==> config.mk <==
export PLATFORM = sky130hd
export DESIGN_NAME = cla_pipe_adder
export DESIGN_NICKNAME = d
export VERILOG_FILES = /design/src/rtl/cla_pipe_adder.sv
export SDC_FILE = /design/constraint.sdc
export NUM_CORES = 1
export LEC_CHECK = 0
export CORE_MARGIN = 3
export CORE_UTILIZATION = 44
export DETAILED_ROUTE_END_ITERATION = 10
export PLACE_DENSITY = 0.72
export SKIP_LAST_GASP = 1
export SLEW_MARGIN = 20
export SYNTH_ARGS = -nofsm -noshare
export SYNTH_HDL_FRONTEND = slang
export SYNTH_SLANG_ARGS = --single-unit
==> constraint.sdc <==
create_clock -name clk -period 9.75 [get_ports clk]
set_input_delay 1.95 -clock clk [delete_from_list [all_inputs] [get_ports clk]]
set_output_delay 1.95 -clock clk [all_outputs]
set_load 0.01 [all_outputs]
==> src/rtl/cla_pipe_adder.sv <==
// cla_pipe_adder: STAGES-deep pipelined carry-lookahead adder with valid/ready flow control.
// Optional macro CLA_PIPE_SUB_EN turns the sub input into a two's-complement subtract (a - b).
module cla_pipe_adder #(
    parameter int WIDTH  = 32,
    parameter int STAGES = 2
) (
    input  logic             clk,
    input  logic             rst,
    input  logic             in_valid,
    output logic             in_ready,
    input  logic [WIDTH-1:0] a,
    input  logic [WIDTH-1:0] b,
    input  logic             c_in,
    input  logic             sub,
    output logic             out_valid,
    input  logic             out_ready,
    output logic [WIDTH-1:0] sum,
    output logic             c_out,
    output logic             ovf,
    output logic             zero
);
    localparam int SEG    = WIDTH / STAGES;
    localparam int GROUPS = SEG / 4;
    localparam int LAST   = STAGES - 1;

    // 4-bit lookahead group; returns {group generate, group propagate, sum[3:0]}
    function automatic logic [5:0] cla4(input logic [3:0] x, input logic [3:0] y, input logic ci);
        logic [3:0] g;
        logic [3:0] p;
        logic [3:0] c;
        g    = x & y;
        p    = x ^ y;
        c[0] = ci;
        c[1] = g[0] | (p[0] & ci);
        c[2] = g[1] | (p[1] & g[0]) | (p[1] & p[0] & ci);
        c[3] = g[2] | (p[2] & g[1]) | (p[2] & p[1] & g[0]) | (p[2] & p[1] & p[0] & ci);
        return {g[3] | (p[3] & g[2]) | (p[3] & p[2] & g[1]) | (p[3] & p[2] & p[1] & g[0]),
                &p, p ^ c};
    endfunction

    // Adds segment k of x+y+ci into s; returns {carry out of the segment, s with segment k filled}
    function automatic logic [WIDTH:0] stage_add(input logic [WIDTH-1:0] x, input logic [WIDTH-1:0] y,
                                                 input logic [WIDTH-1:0] s, input logic ci, input int k);
        logic [GROUPS-1:0] gg;
        logic [GROUPS-1:0] pg;
        logic [GROUPS:0]   gc;
        logic [3:0]        xg;
        logic [3:0]        yg;
        logic [5:0]        r;
        logic              pacc;
        logic [WIDTH-1:0]  so;
        so = s;
        for (int j = 0; j < GROUPS; j++) begin
            for (int i = 0; i < 4; i++) begin
                xg[i] = x[k*SEG + 4*j + i];
                yg[i] = y[k*SEG + 4*j + i];
            end
            r     = cla4(xg, yg, 1'b0);
            gg[j] = r[5];
            pg[j] = r[4];
        end
        // Second-level lookahead: each group carry is a flat sum of products over lower groups
        for (int j = 0; j <= GROUPS; j++) begin
            gc[j] = 1'b0;
            pacc  = 1'b1;
            for (int i = j - 1; i >= 0; i--) begin
                gc[j] = gc[j] | (pacc & gg[i]);
                pacc  = pacc & pg[i];
            end
            gc[j] = gc[j] | (pacc & ci);
        end
        for (int j = 0; j < GROUPS; j++) begin
            for (int i = 0; i < 4; i++) begin
                xg[i] = x[k*SEG + 4*j + i];
                yg[i] = y[k*SEG + 4*j + i];
            end
            r = cla4(xg, yg, gc[j]);
            for (int i = 0; i < 4; i++) begin
                so[k*SEG + 4*j + i] = r[i];
            end
        end
        return {gc[GROUPS], so};
    endfunction

    logic [STAGES-1:0] valid_q;
    logic [STAGES-1:0] valid_d;
    logic [WIDTH-1:0]  a_q [STAGES];
    logic [WIDTH-1:0]  a_d [STAGES];
    logic [WIDTH-1:0]  b_q [STAGES];
    logic [WIDTH-1:0]  b_d [STAGES];
    logic [WIDTH-1:0]  s_q [STAGES];
    logic [WIDTH-1:0]  s_d [STAGES];
    logic [STAGES-1:0] c_q;
    logic [STAGES-1:0] c_d;
    logic              ovf_q;
    logic              ovf_d;
    logic              zero_q;
    logic              zero_d;

    logic [STAGES-1:0] ready_s;
    logic [STAGES-1:0] take_s;
    logic [STAGES-1:0] up_v_s;
    logic [STAGES-1:0] up_c_s;
    logic [WIDTH-1:0]  up_a_s [STAGES];
    logic [WIDTH-1:0]  up_b_s [STAGES];
    logic [WIDTH-1:0]  up_s_s [STAGES];
    logic [WIDTH:0]    add_s  [STAGES];
    logic [WIDTH-1:0]  b_eff_s;
    logic              c0_s;

`ifdef CLA_PIPE_SUB_EN
    assign b_eff_s = sub ? ~b : b;
    assign c0_s    = sub ? 1'b1 : c_in;
`else
    logic sub_unused;
    assign sub_unused = sub;
    assign b_eff_s    = b;
    assign c0_s       = c_in;
`endif

    // Stage k is ready when it, or any stage after it, is empty, or the consumer takes the output
    always_comb begin
        ready_s = {STAGES{1'b0}};
        for (int k = 0; k < STAGES; k++) begin
            ready_s[k] = out_ready;
            for (int j = k; j < STAGES; j++) begin
                ready_s[k] = ready_s[k] | ~valid_q[j];
            end
        end
    end

    assign in_ready = ready_s[0];

    // Per-stage segment add and next-state selection (load when ready, otherwise hold)
    always_comb begin
        up_v_s    = {STAGES{1'b0}};
        up_c_s    = {STAGES{1'b0}};
        up_v_s[0] = in_valid;
        up_c_s[0] = c0_s;
        up_a_s[0] = a;
        up_b_s[0] = b_eff_s;
        up_s_s[0] = {WIDTH{1'b0}};
        for (int k = 1; k < STAGES; k++) begin
            up_v_s[k] = valid_q[k-1];
            up_c_s[k] = c_q[k-1];
            up_a_s[k] = a_q[k-1];
            up_b_s[k] = b_q[k-1];
            up_s_s[k] = s_q[k-1];
        end
        take_s  = {STAGES{1'b0}};
        valid_d = valid_q;
        c_d     = c_q;
        for (int k = 0; k < STAGES; k++) begin
            add_s[k]  = stage_add(up_a_s[k], up_b_s[k], up_s_s[k], up_c_s[k], k);
            take_s[k] = ready_s[k] & up_v_s[k];
            if (ready_s[k]) begin
                valid_d[k] = up_v_s[k];
            end else begin
                valid_d[k] = valid_q[k];
            end
            if (take_s[k]) begin
                a_d[k] = up_a_s[k];
                b_d[k] = up_b_s[k];
                s_d[k] = add_s[k][WIDTH-1:0];
                c_d[k] = add_s[k][WIDTH];
            end else begin
                a_d[k] = a_q[k];
                b_d[k] = b_q[k];
                s_d[k] = s_q[k];
                c_d[k] = c_q[k];
            end
        end
        // Carry into the MSB is recovered as a^b^sum at that bit
        if (take_s[LAST]) begin
            ovf_d  = up_a_s[LAST][WIDTH-1] ^ up_b_s[LAST][WIDTH-1]
                   ^ add_s[LAST][WIDTH-1] ^ add_s[LAST][WIDTH];
            zero_d = (add_s[LAST][WIDTH-1:0] == {WIDTH{1'b0}});
        end else begin
            ovf_d  = ovf_q;
            zero_d = zero_q;
        end
    end

    // Pipeline and flag registers with synchronous reset that flushes every in-flight operation
    always_ff @(posedge clk) begin
        if (rst) begin
            valid_q <= {STAGES{1'b0}};
            c_q     <= {STAGES{1'b0}};
            ovf_q   <= 1'b0;
            zero_q  <= 1'b0;
            for (int k = 0; k < STAGES; k++) begin
                a_q[k] <= {WIDTH{1'b0}};
                b_q[k] <= {WIDTH{1'b0}};
                s_q[k] <= {WIDTH{1'b0}};
            end
        end else begin
            valid_q <= valid_d;
            c_q     <= c_d;
            ovf_q   <= ovf_d;
            zero_q  <= zero_d;
            for (int k = 0; k < STAGES; k++) begin
                a_q[k] <= a_d[k];
                b_q[k] <= b_d[k];
                s_q[k] <= s_d[k];
            end
        end
    end

    assign out_valid = valid_q[LAST];
    assign sum       = s_q[LAST];
    assign c_out     = c_q[LAST];
    assign ovf       = ovf_q;
    assign zero      = zero_q;

endmodule

# Word level (Yosys, flattened, before mapping)
# Memories as Yosys holds them, arrays and structs flattened.
# Index checks and enable logic that the tools add are counted.
op_classes:
  shifts: 0
  reduce_logical: 10
  multipliers: 0
  n_bitwise: 276
  n_mux: 15
  magnitude_cmp: 0
  div_mod_pow: 0
  add_sub_neg: 0
  eq_ne: 1
op_table:
  columns: ["cell", "count"]
  rows:
  - ["$mux W32", 12]
  - ["$and A1 B1 Y1", 146]
  - ["$or A1 B1 Y1", 101]
  - ["$xor A4 B4 Y4", 16]
  - ["$and A4 B4 Y4", 8]
  - ["$logic_not A32 Y1", 1]
  - ["$reduce_and A4 Y1", 8]
  - ["$mux W1", 3]
  - ["$xor A1 B1 Y1", 3]
  - ["$not A1 Y1", 2]
  - ["$reduce_and A2 Y1", 1]
  - ["$ne A1 B1 Y1 const B", 1]
totals:
  output_inout_bits: 37
  rom_bits: 0
  ram_bits: 192
  wordCells: 311
  latch_bits: 0
  n_memories: 3
  ff_bits: 6
  in_bits: 70
mem_list:
  columns: ["name", "depth", "width", "read_ports", "rd_ports_with_merged_regs", "wr", "line", "text"]
  rows:
  - ["a_q", 2, 32, 1, 0, 2, "87", "logic [WIDTH-1:0] a_q [STAGES];"]
  - ["b_q", 2, 32, 1, 0, 2, "89", "logic [WIDTH-1:0] b_q [STAGES];"]
  - ["s_q", 2, 32, 2, 0, 2, "91", "logic [WIDTH-1:0] s_q [STAGES];"]

# Depth between registers and ports, before layout
# An unclocked memory read counts as a cell.
depth:
  depth_word: 15
  mapped_depth: 13
  mapped_depth_nobuf: 13

# Worst setup path before layout
# No wires, ideal clock.
synth_path:
  kind: "input to register"
  from: "input a[7]"
  to: "memory s_q[0][13]"
  setup_ns: 0.117
  required_ns: 9.633
  n_path_buf: 0
  stages: 9
  setup_slack_ns: 5.579
  t_arrival_ns: 4.054
  cell_sequence: "ha_1 > and2_1 > a221o_1 > a31o_2 > a221oi_4 > nand2b_1 > fa_1 > xor2_1 > a22o_1"
synth_lines:
  columns: ["element", "line", "text"]
  rows:
  - ["start: declaration", "11", "input logic [WIDTH-1:0] a,"]
  - ["end: declaration", "91", null]

# Worst setup path in the final report
layout_path:
  from: "input out_ready"
  to: "output in_ready"
layout_via:
  elab_chain_len: 2
layout_rtl:
  columns: ["element", "line", "text"]
  rows:
  - ["start: declaration", "16", "input logic out_ready,"]
  - ["$or A1 B1 Y1 (2 in series)", "127", "ready_s[k] = ready_s[k] | ~valid_q[j];"]
  - ["end: declaration", "10", "output logic in_ready,"]
# Every way passes these cells.

==> PnR_summary.wiki <==
{| class="wikitable"
! Metric !! Value
|-
| Status || finished clean
|-
| Horizontal die dimension || 106.3 um
|-
| Sequential fraction of the synthesis area || 46.15%
|-
| Top library cells by usage in the layout, fill and taps aside || sky130_fd_sc_hd__clkdlybuf4s50_1, sky130_fd_sc_hd__nand2_1, sky130_fd_sc_hd__dfxtp_1, sky130_fd_sc_hd__a21oi_1, sky130_fd_sc_hd__nor2b_1
|-
| EDFF count, synth || 32
|-
| Core utilization of the finished layout || 61.13%
|-
| Area growth from synthesis to layout || 31.31%
|-
| Cell-internal power || 0.6360 mW
|-
| Crit end category || primary output
|-
| Start-to-end type of the worst setup path || input pin to primary output
|-
| Number of diodes added for antenna fixing || 0
|-
| Dpl cell area || 5592 um2
|-
| Post-route cell area || 5809 um2
|-
| Maximum clock path buffer count || 2
|-
| DRC viols || 0
|-
| Synthesized-area fraction occupied by ao, oa, aoi and oai cells || 16.18%
|-
| Reg-to-Reg Start || a_q[0][18]
|-
| Netlist Area Pre-Place || 4424 um2
|-
| IO Pins || 107
|-
| Worst Path Max Fanout || 4
|-
| Count of final max-slew check failures || 0
|-
| Critical Path Start Type || input pin
|-
| Worst-case headroom to the max-slew limit || 32.68%
|-
| First-pass GRT wire length || 15990 um
|-
| Clock tree from TritonCTS || done
|-
| Most common cell after layout, fill and taps aside || sky130_fd_sc_hd__clkdlybuf4s50_1
|-
| Place WS || 4.609 ns
|-
| RSZ-0062 raised after global routing || no
|-
| Global-route usage over all layers || 17.70%
|-
| Maximum VDD drop || 121.1 uV
|-
| Synthesis warning total || 0
|-
| Minimum setup slack in the final design || 4.608 ns
|-
| Final hold vios || 0
|-
| Drt total wl || 9926 um
|-
| Count of port buffers added during placement || 105
|-
| Starting utilization of the core area || 46.56%
|-
| Clock latency reported for the late side of the worst-skew pair || 0.36 ns
|-
| Mean instance size in the synthesized netlist || 10.19 um2
|-
| Ratio of routed vias to standard cells || 5.254
|-
| Std cell rows || 35
|-
| Count of cell types in the netlist || 54
|-
| Count of vias placed by the detailed router || 3520
|-
| Maximum number of pins on one net before global-route repair || 79
|-
| WP data arrival || 3.19 ns
|-
| Clock tree skew after final layout || 0.01484 ns
|-
| Power density normalized to cell area || 150.9 nW/um2
|-
| Vertical die dimension || 106.3 um
|-
| Via count of the first global-routing pass || 3445
|-
| Post-DRT Antenna Nets || 0
|-
| Area used by multi-input combinational logic || 2281 um2
|-
| Sequential power share || 47.5%
|-
| Count of mapped cells out of synthesis || 434
|-
| Total setup buffers inserted after CTS || 0
|-
| Post-Syn Nets || 544
|-
| Relative contribution of the clock network to total power || 29.9%
|-
| Required time of the critical path || 7.80 ns
|-
| Setup Viol. Count Final || 0
|-
| Leakage power of the design || 2.287 nW
|-
| Logic gate share of total power || 22.6%
|-
| Worst setup slack for register-to-register paths || 5.14 ns
|-
| Sw frac || 27.44%
|-
| Final Cycle Share || 52.74%
|-
| Transition time at the pin with the least slew margin || 1.006 ns
|-
| Worst hold endpoint || s_q[0][32]
|-
| Net Switching || 0.2405 mW
|-
| Non-filler cells in the finished layout || 670
|-
| Smallest hold slack || 0.4559 ns
|-
| Path depth of the worst reg2reg path || 13
|-
| Dpl cells || 654
|-
| Nets || 646
|-
| Fill cell count || 839
|-
| Hold Path Stages || 2
|-
| Area fraction in and, or, nand and nor cells after synthesis || 18.41%
|-
| Inserted Clock Buffers || 9
|-
| Number of antenna violations at the first check in global routing || 0
|-
| Adder and majority cell fraction of the synthesized area || 12.67%
|-
| Clock Sinks || 86
|-
| Sequential cell area || 2042 um2
|-
| Number of DRC markers after the initial detailed-route iteration || 103
|-
| Fraction of synthesis flops using an asynchronous set or reset pin || 0%
|-
| Reported max-cap violation count || 0
|-
| Average wire length per cell after detail routing || 14.81 um
|-
| CTS Root Buffer Type || sky130_fd_sc_hd__clkbuf_8
|-
| Ratio of cells with drive above 1 in the final layout || 5.915%
|-
| Maximum clock frequency || 194.5 MHz
|-
| Total power of the final layout || 0.8765 mW
|-
| Xor-xnor portion of the synthesized cell area || 3.563%
|-
| Gp weighted congestion || 0.7789
|-
| Post-CTS Hold Buffers || 0
|-
| Clock transition at the registers of the reported paths || 0.08 ns
|-
| Number of H-tree levels || 3
|-
| Largest family of logic cells by synthesized area || simple AND/OR/NAND/NOR gates
|-
| Aggregate negative setup slack || 0 ns
|-
| GRT overflow || 0
|-
| Post-synth top flop || sky130_fd_sc_hd__dfxtp_1
|-
| Post-cts repair resize count || 0
|-
| End of the worst register-to-register path || zero
|-
| Detailed placement HPWL || 7427 um
|-
| Min cycle time layout || 5.142 ns
|-
| Seq cells post-synth || 86
|-
| Area enclosed by the die boundary || 11290 um2
|-
| Pre-antenna DRT Iters || 4
|-
| Core footprint || 9503 um2
|-
| Post-synthesis mux area share || 0.6787%
|-
| Start point of the worst min-delay path || s_q[0][32]
|-
| Worst hold path type || flop to flop
|}
[power groups by stage]
stage	Combinational (mW)	Clock [mW]	Sequential, mW
floorplan	0.118	0	0.424
finish	0.198	0.262	0.416
CTS	0.200	0.271	0.416
global route	0.219	0.284	0.420
global placement	0.191	0	0.424
detailed placement	0.199	0	0.424
[worst max-delay path, stage by stage]
cell,delay (ns)
sky130_fd_sc_hd__clkdlybuf4s50_1,0.47
sky130_fd_sc_hd__nor2b_1,0.06
sky130_fd_sc_hd__nand2_1,0.12
sky130_fd_sc_hd__clkdlybuf4s50_1,0.59
[metal layers]
| layer | routed length [um] | GRT usage (%) | vias to the layer above |
|---|---|---|---|
| met5 | 0 | 0 | - |
| met4 | 169 | 5.550 | 0 |
| met3 | 646 | 4.068 | 14 |
| met2 | 5011 | 30.59 | 110 |
| met1 | 4098 | 21.89 | 1631 |
| li1 | - | - | 1765 |
[logic make-up after synthesis]
| logic type | Yosys count |
|---|---|
| buf+inv | 27 |
| flops | 86 |
| xor+xnor | 18 |
| simple gates | 160 |
| mux | 3 |
| fa+ha+maj | 40 |
| compound gates | 100 |
[worst max-delay path by stage]
stage | from | end | slack (ns) | cells past startpoint
global route | out_ready | in_ready | 4.54 | 4
floorplan | a[7] | s_q[0][13] | 5.58 | 9
CTS | out_ready | in_ready | 4.61 | 4
finish | out_ready | in_ready | 4.61 | 4
detailed placement | out_ready | in_ready | 4.61 | 4
global placement | out_ready | in_ready | 4.61 | 4
[final cells by class]
| cell class | instances | share of cell area, % |
|---|---|---|
| multi-input cells | 321 | 39.26 |
| flip-flops and latches | 86 | 35.15 |
| inverters | 9 | 0.5815 |
| clock inverters | 6 | 1.142 |
| clock buffers | 10 | 2.563 |
| well taps | 129 | 2.778 |
| repair buffers | 109 | 18.52 |
[registers in the layout, summed over array words and instances, names as in the netlist]
| signal | flops |
|---|---|
| s_q | 48 |
| a_q | 16 |
| b_q | 16 |
| c_q | 2 |
| valid_q | 2 |
| ovf | 1 |
| zero | 1 |
[synthesized netlist by cell type, types with 7 or more instances]
cell                       number  area (um2)
sky130_fd_sc_hd__nand2_1       55       206.5
sky130_fd_sc_hd__dfxtp_1       54        1081
sky130_fd_sc_hd__a21oi_1       38       190.2
sky130_fd_sc_hd__nor2b_1       35       219.0
sky130_fd_sc_hd__edfxtp_1      32       960.9
sky130_fd_sc_hd__ha_1          32       400.4
sky130_fd_sc_hd__nor2_1        23       86.33
sky130_fd_sc_hd__clkbuf_1      14       52.55
sky130_fd_sc_hd__a22o_1        12       105.1
sky130_fd_sc_hd__xor2_1        11       96.34
sky130_fd_sc_hd__a211oi_1      10       75.07
sky130_fd_sc_hd__inv_1          9       33.78
sky130_fd_sc_hd__nor3_1         9       45.04
sky130_fd_sc_hd__o21ai_0        9       45.04
sky130_fd_sc_hd__fa_1           8       160.2
sky130_fd_sc_hd__xnor2_1        7       61.31
(Power assumes the default switching activity.)
